==> src/rtl/add_round_key_stage.sv <==
// Registered AddRoundKey stage: selects the mixColumns or bypass state by round,
// XORs it with the stored round key, and presents it through a 1-entry skid buffer.
module add_round_key_stage #(
   parameter int NR     = 10,
   parameter int RIDX_W = 4
) (
   input  logic              clk,
   input  logic              rst_n,
   input  logic              key_we,
   input  logic [RIDX_W-1:0] key_waddr,
   input  logic [127:0]      key_wdata,
   input  logic              in_valid,
   output logic              in_ready,
   input  logic [127:0]      in_mixed,
   input  logic [127:0]      in_bypass,
   input  logic [RIDX_W-1:0] in_round,
   output logic              out_valid,
   input  logic              out_ready,
   output logic [127:0]      out_state,
   output logic [RIDX_W-1:0] out_round,
   output logic              out_last,
   output logic              err_round,
   output logic [15:0]       blk_cnt
);

   localparam logic [RIDX_W-1:0] LAST_RND = RIDX_W'(NR);

   logic [127:0] key_q [0:NR];

   logic              out_valid_q, out_valid_d;
   logic [127:0]      out_state_q, out_state_d;
   logic [RIDX_W-1:0] out_round_q, out_round_d;
   logic              out_last_q,  out_last_d;
   logic              skid_full_q, skid_full_d;
   logic [127:0]      skid_state_q, skid_state_d;
   logic [RIDX_W-1:0] skid_round_q, skid_round_d;
   logic              skid_last_q,  skid_last_d;
   logic              err_q, err_d;
   logic [15:0]       cnt_q, cnt_d;

   logic              acc, bad, good_acc, fire, out_free;
   logic [127:0]      key_rd, sel, res_state;
   logic              res_last;

   // Valid/ready: a transfer happens on a rising edge where valid and ready are both 1.
   // in_ready depends only on rst_n and the registered skid flag, never on out_ready.
   assign in_ready = rst_n & ~skid_full_q;
   assign acc      = in_valid & in_ready;
   assign bad      = in_round > LAST_RND;
   assign good_acc = acc & ~bad;
   assign fire     = out_valid_q & out_ready;
   assign out_free = ~out_valid_q | out_ready;

   // Key store is deliberately not reset; the read here sees the pre-write value.
   always_ff @(posedge clk) begin
      if (key_we && (key_waddr <= LAST_RND)) begin
         key_q[key_waddr] <= key_wdata;
      end
   end

   always_comb begin
      key_rd = '0;
      if (!bad) begin
         key_rd = key_q[in_round];
      end
      res_last  = (in_round == LAST_RND);
      sel       = ((in_round == '0) || res_last) ? in_bypass : in_mixed;
      res_state = sel ^ key_rd;
   end

   always_comb begin
      out_valid_d  = out_valid_q;
      out_state_d  = out_state_q;
      out_round_d  = out_round_q;
      out_last_d   = out_last_q;
      skid_full_d  = skid_full_q;
      skid_state_d = skid_state_q;
      skid_round_d = skid_round_q;
      skid_last_d  = skid_last_q;
      err_d        = acc & bad;
      cnt_d        = fire ? cnt_q + 16'd1 : cnt_q;
      if (out_free) begin
         if (skid_full_q) begin
            out_valid_d = 1'b1;
            out_state_d = skid_state_q;
            out_round_d = skid_round_q;
            out_last_d  = skid_last_q;
            skid_full_d = 1'b0;
         end else if (good_acc) begin
            out_valid_d = 1'b1;
            out_state_d = res_state;
            out_round_d = in_round;
            out_last_d  = res_last;
         end else begin
            out_valid_d = 1'b0;
         end
      end else if (good_acc) begin
         // Output is stalled: park the new block; skid is known empty since in_ready was 1.
         skid_full_d  = 1'b1;
         skid_state_d = res_state;
         skid_round_d = in_round;
         skid_last_d  = res_last;
      end
   end

   always_ff @(posedge clk) begin
      if (!rst_n) begin
         out_valid_q  <= 1'b0;
         out_state_q  <= '0;
         out_round_q  <= '0;
         out_last_q   <= 1'b0;
         skid_full_q  <= 1'b0;
         skid_state_q <= '0;
         skid_round_q <= '0;
         skid_last_q  <= 1'b0;
         err_q        <= 1'b0;
         cnt_q        <= '0;
      end else begin
         out_valid_q  <= out_valid_d;
         out_state_q  <= out_state_d;
         out_round_q  <= out_round_d;
         out_last_q   <= out_last_d;
         skid_full_q  <= skid_full_d;
         skid_state_q <= skid_state_d;
         skid_round_q <= skid_round_d;
         skid_last_q  <= skid_last_d;
         err_q        <= err_d;
         cnt_q        <= cnt_d;
      end
   end

   assign out_valid = out_valid_q;
   assign out_state = out_state_q;
   assign out_round = out_round_q;
   assign out_last  = out_last_q;
   assign err_round = err_q;
   assign blk_cnt   = cnt_q;

endmodule

==> config.mk <==
export PLATFORM = sky130hd
export DESIGN_NAME = add_round_key_stage
export DESIGN_NICKNAME = d
export VERILOG_FILES = /design/src/rtl/add_round_key_stage.sv
export SDC_FILE = /design/constraint.sdc
export NUM_CORES = 2
export LEC_CHECK = 0
export BUFFER_PORTS_ARGS = -buffer_cell sky130_fd_sc_hd__buf_2
export CORE_MARGIN = 2
export CORE_UTILIZATION = 55
export DETAILED_ROUTE_END_ITERATION = 12
export PLACE_DENSITY = 0.74
export SLEW_MARGIN = 25
export SYNTH_ARGS = -nofsm -noshare
export SYNTH_HDL_FRONTEND = slang
export SYNTH_SLANG_ARGS = --single-unit
==> constraint.sdc <==
create_clock -name clk -period 21.3 [get_ports clk]
set_input_delay 2.13 -clock clk [delete_from_list [all_inputs] [get_ports clk]]
set_output_delay 2.13 -clock clk [all_outputs]
set_load 0.01 [all_outputs]
==> results_dict.tcl <==
set metrics [dict create \
    worstSetupPathDepth 4 \
    crit_fanout 26 \
    hold_path_class "reg2reg" \
    finish.utilization_pct 63.5 \
    synth-seq-cells 1693 \
    multi_input_area_um2 18200 \
    period_minus_slack_ns 5.48 \
    crit_path_cell_trace "buf_2 -> buf_4 -> nor2b_1 -> buf_2" \
    numPortBuffers 548 \
    status "complete, no violations" \
    r2r_start "skid_full_q" \
    rows 128 \
    drive_gt1_share_pct 31.1 \
    fmax_mhz 182 \
    end_kind "primary output" \
    leakage_nw 26.8 \
    design_area_um2 77400 \
    synth_edf_count 1408 \
    synthArstFlopShare_pct 0 \
    clockBufferDepth 3 \
    core-area_um2 122000 \
    antenna_found_initial 44 \
    die_h_um 355 \
    dieArea_um2 126000 \
    cts.sinks 1693 \
    fillCellCount 8560 \
    wl_met1_um 73000 \
    powerDensity_nw_per_um2 93.0 \
    grt_max_degree 154 \
    routabilityCongestion 0.800 \
    regArea_um2 48000 \
    numCtsBuffers 168 \
    worst_path_max_delay_cell "nor2b_1" \
    synth_top_family_by_area "multiplexers" \
    cp.required_ns 19.17 \
    syn_inst 4198 \
    cp.arrival_ns 3.35 \
    ir_worst_vdd_v 0.0000778 \
    crit_end "in_ready" \
    cpLargestDelayFamily "buffers and inverters" \
    max_cap_violations 0 \
    yosysUniqueCellTypes 43 \
    avgRoutedWirePerCell_um 28.2 \
    ant_nets 0 \
    area_delta_synth_final_pct 14.4 \
    cts_root_buf "clkbuf_16" \
    instances_no_fill 6473 \
    ys_warn_count 0 \
    die_w_um 355 \
    reg2reg_depth 4 \
    synthesis.nets 4596 \
    yosys.area_share.adder_pct 0.0185 \
    dp_cells 6137 \
    synth_top_area_cell "edfxtp_1" \
    nets 5083 \
    netlist.area_leader.share_pct 62.5 \
    io_pins 549 \
    skew_ns 0.0268 \
    top_layer "met5" \
    synthMuxAreaShare_pct 12.6 \
    ys_top_cells_by_count "edfxtp_1 (1,408), mux2_2 (560), o22ai_1 (384)" \
    slowest_delay_ns 0.53 \
    synth.area.top_cells "edfxtp_1 (63%), mux2_2 (9.3%), dfxtp_1 (8.4%)" \
    hold_buffers 0 \
    dp_hpwl_um 98000 \
    place_area_um2 71700 \
    cp.buffers_inverters 3 \
    grt_pass1_wl_um 265000 \
    vias 41018 \
    tns_ns 0 \
    max_slew.worst_pin.slew_ns 1.12 \
    post-route-period-util_pct 25.7 \
    start_util_pct 55.5 \
    path_class "in2out" \
    finalSetupViolations 0 \
    route.detailed.drc 0 \
    synthesis.area_um2 67600 \
    drt-initial-drc-count 4730 \
    clock_latency_ns 0.79 \
    synth_simple_gate_area_share_pct 2.28 \
    syn_avg_cell_area_um2 16.1 \
    reg2reg_slack_ns 18.26 \
    htree_levels 4 \
    grt_pass1_vias 40659 \
    post-cts-setup-buffers 0 \
    relSlewSlack_pct 25.3 \
    whs_ns 0.449 \
    synth_xor_area_share_pct 1.81 \
    synth_flop_cell "edfxtp_1" \
    drt-total-wl_um 183000 \
    dr_wl_met3_um 18000 \
    finalHoldViolCount 0 \
    cts_tree "built" \
    yosysSeqAreaShare_pct 71.0 \
    rsz0062_at_grt "no" \
    synth_compound_gate_area_share_pct 9.92 \
    overflow 0 \
    critPathLaunch "rst_n" \
    cts_resized 0 \
    drv_slew 0 \
    vias_per_cell 6.34 \
    cp_common_cell "buf_2" \
    dr_wl_met2_um 86300 \
    rr_endpoint "out_state[98]" \
    grt_use_total_pct 28.6 \
    yosysMostFrequentCell "edfxtp_1" \
    firstDrtPassIters 5 \
    critPathLaunchType "primary input" \
    path_clk_slew_ns 0.06 \
]
==> where the power goes <==
group | internal, W | switching [W] | total, W | leakage [nW]
logic | 0.000192 | 0.000341 | 0.000533 | 9.05
registers | 0.00367 | 0.0000303 | 0.00370 | 15.0
clock network | 0.00171 | 0.00125 | 0.00296 | 2.71
total | 0.00557 | 0.00162 | 0.00719 | 26.8
==> placed cells by master (no fill, tap or decap), types with 24 or more instances in the layout <==
cell	instances
buf_2	545
o2111ai_1	128
o31ai_1	94
mux2i_1	130
mux2_2	560
clkbuf_8	24
clkbuf_1	41
a21oi_1	66
clkbuf_16	170
edfxtp_1	1408
o21ai_1	74
nand2b_1	135
buf_4	68
dfxtp_1	285
o22ai_1	384
nand2_1	97
a22oi_1	128
mux2_1	80
o31ai_2	34
o21ai_0	58
xor2_1	134
==> how the worst min path moves through the flow <==
stage               slack (ns)  cells after the start           endpoint               from
floorplan                 0.43                      2  skid_state_q[100]  skid_state_q[100]
global placement          0.44                      2   skid_state_q[46]   skid_state_q[46]
detailed placement        0.44                      2   skid_state_q[51]   skid_state_q[51]
CTS                       0.45                      2   skid_state_q[47]   skid_state_q[47]
global route              0.46                      2   skid_state_q[37]   skid_state_q[37]
finish                    0.45                      2   skid_state_q[85]   skid_state_q[85]
==> layout make-up <==
type | count | share of cell area, %
Timing Repair Buffer | 626 | 4.50
Tap cell | 1625 | 2.63
Antenna cell | 20 | 0.0647
Inverter | 6 | 0.0356
Multi-Input combinational cell | 2190 | 23.5
Clock inverter | 78 | 1.09
Sequential cell | 1693 | 62.0
Clock buffer | 235 | 6.13
==> worst register-to-register path, cell delays in order (launching register included) <==
cell and delay, ns:
dfxtp_1 0.46, nor2b_1 0.52, nand3_4 0.87, buf_4 0.70, o22ai_1 0.36
==> kinds of logic after synthesis <==
family                   count (synthesis)
AO/OA/AOI/OAI                          979
XOR/XNOR                               140
adder cells (fa/ha/maj)                  1
buffers and inverters                  315
flip-flops                            1693
multiplexers                           771
AND/OR/NAND/NOR                        299
==> through the flow <==
| step | worst slack, ns | power [W] |
|---|---|---|
| floorplan | 9.24 | 0.00407 |
| finish | 15.82 | 0.00719 |
| detailed placement | 15.09 | 0.00429 |
| global placement | 15.13 | 0.00428 |
| CTS | 15.83 | 0.00722 |
| global route | 15.71 | 0.00739 |
==> flip-flops by register name, indices dropped and copies added, names as in the netlist <==
register      count
skid_round_q      4
skid_last_q       1
out_round         4
out_valid         1
skid_full_q       1
out_state       128
err_round         1
skid_state_q    128
out_last          1
key_q          1408
blk_cnt          16
==> per-layer routing <==
metal / global-route usage (%) / vias to the layer above
met4: 9.69 / 36
met2: 45.1 / 2102
met5: 0 / -
met3: 6.34 / 304
li1: - / 17692
met1: 39.5 / 20884
Note: power is estimated with default switching activity, not from simulation.
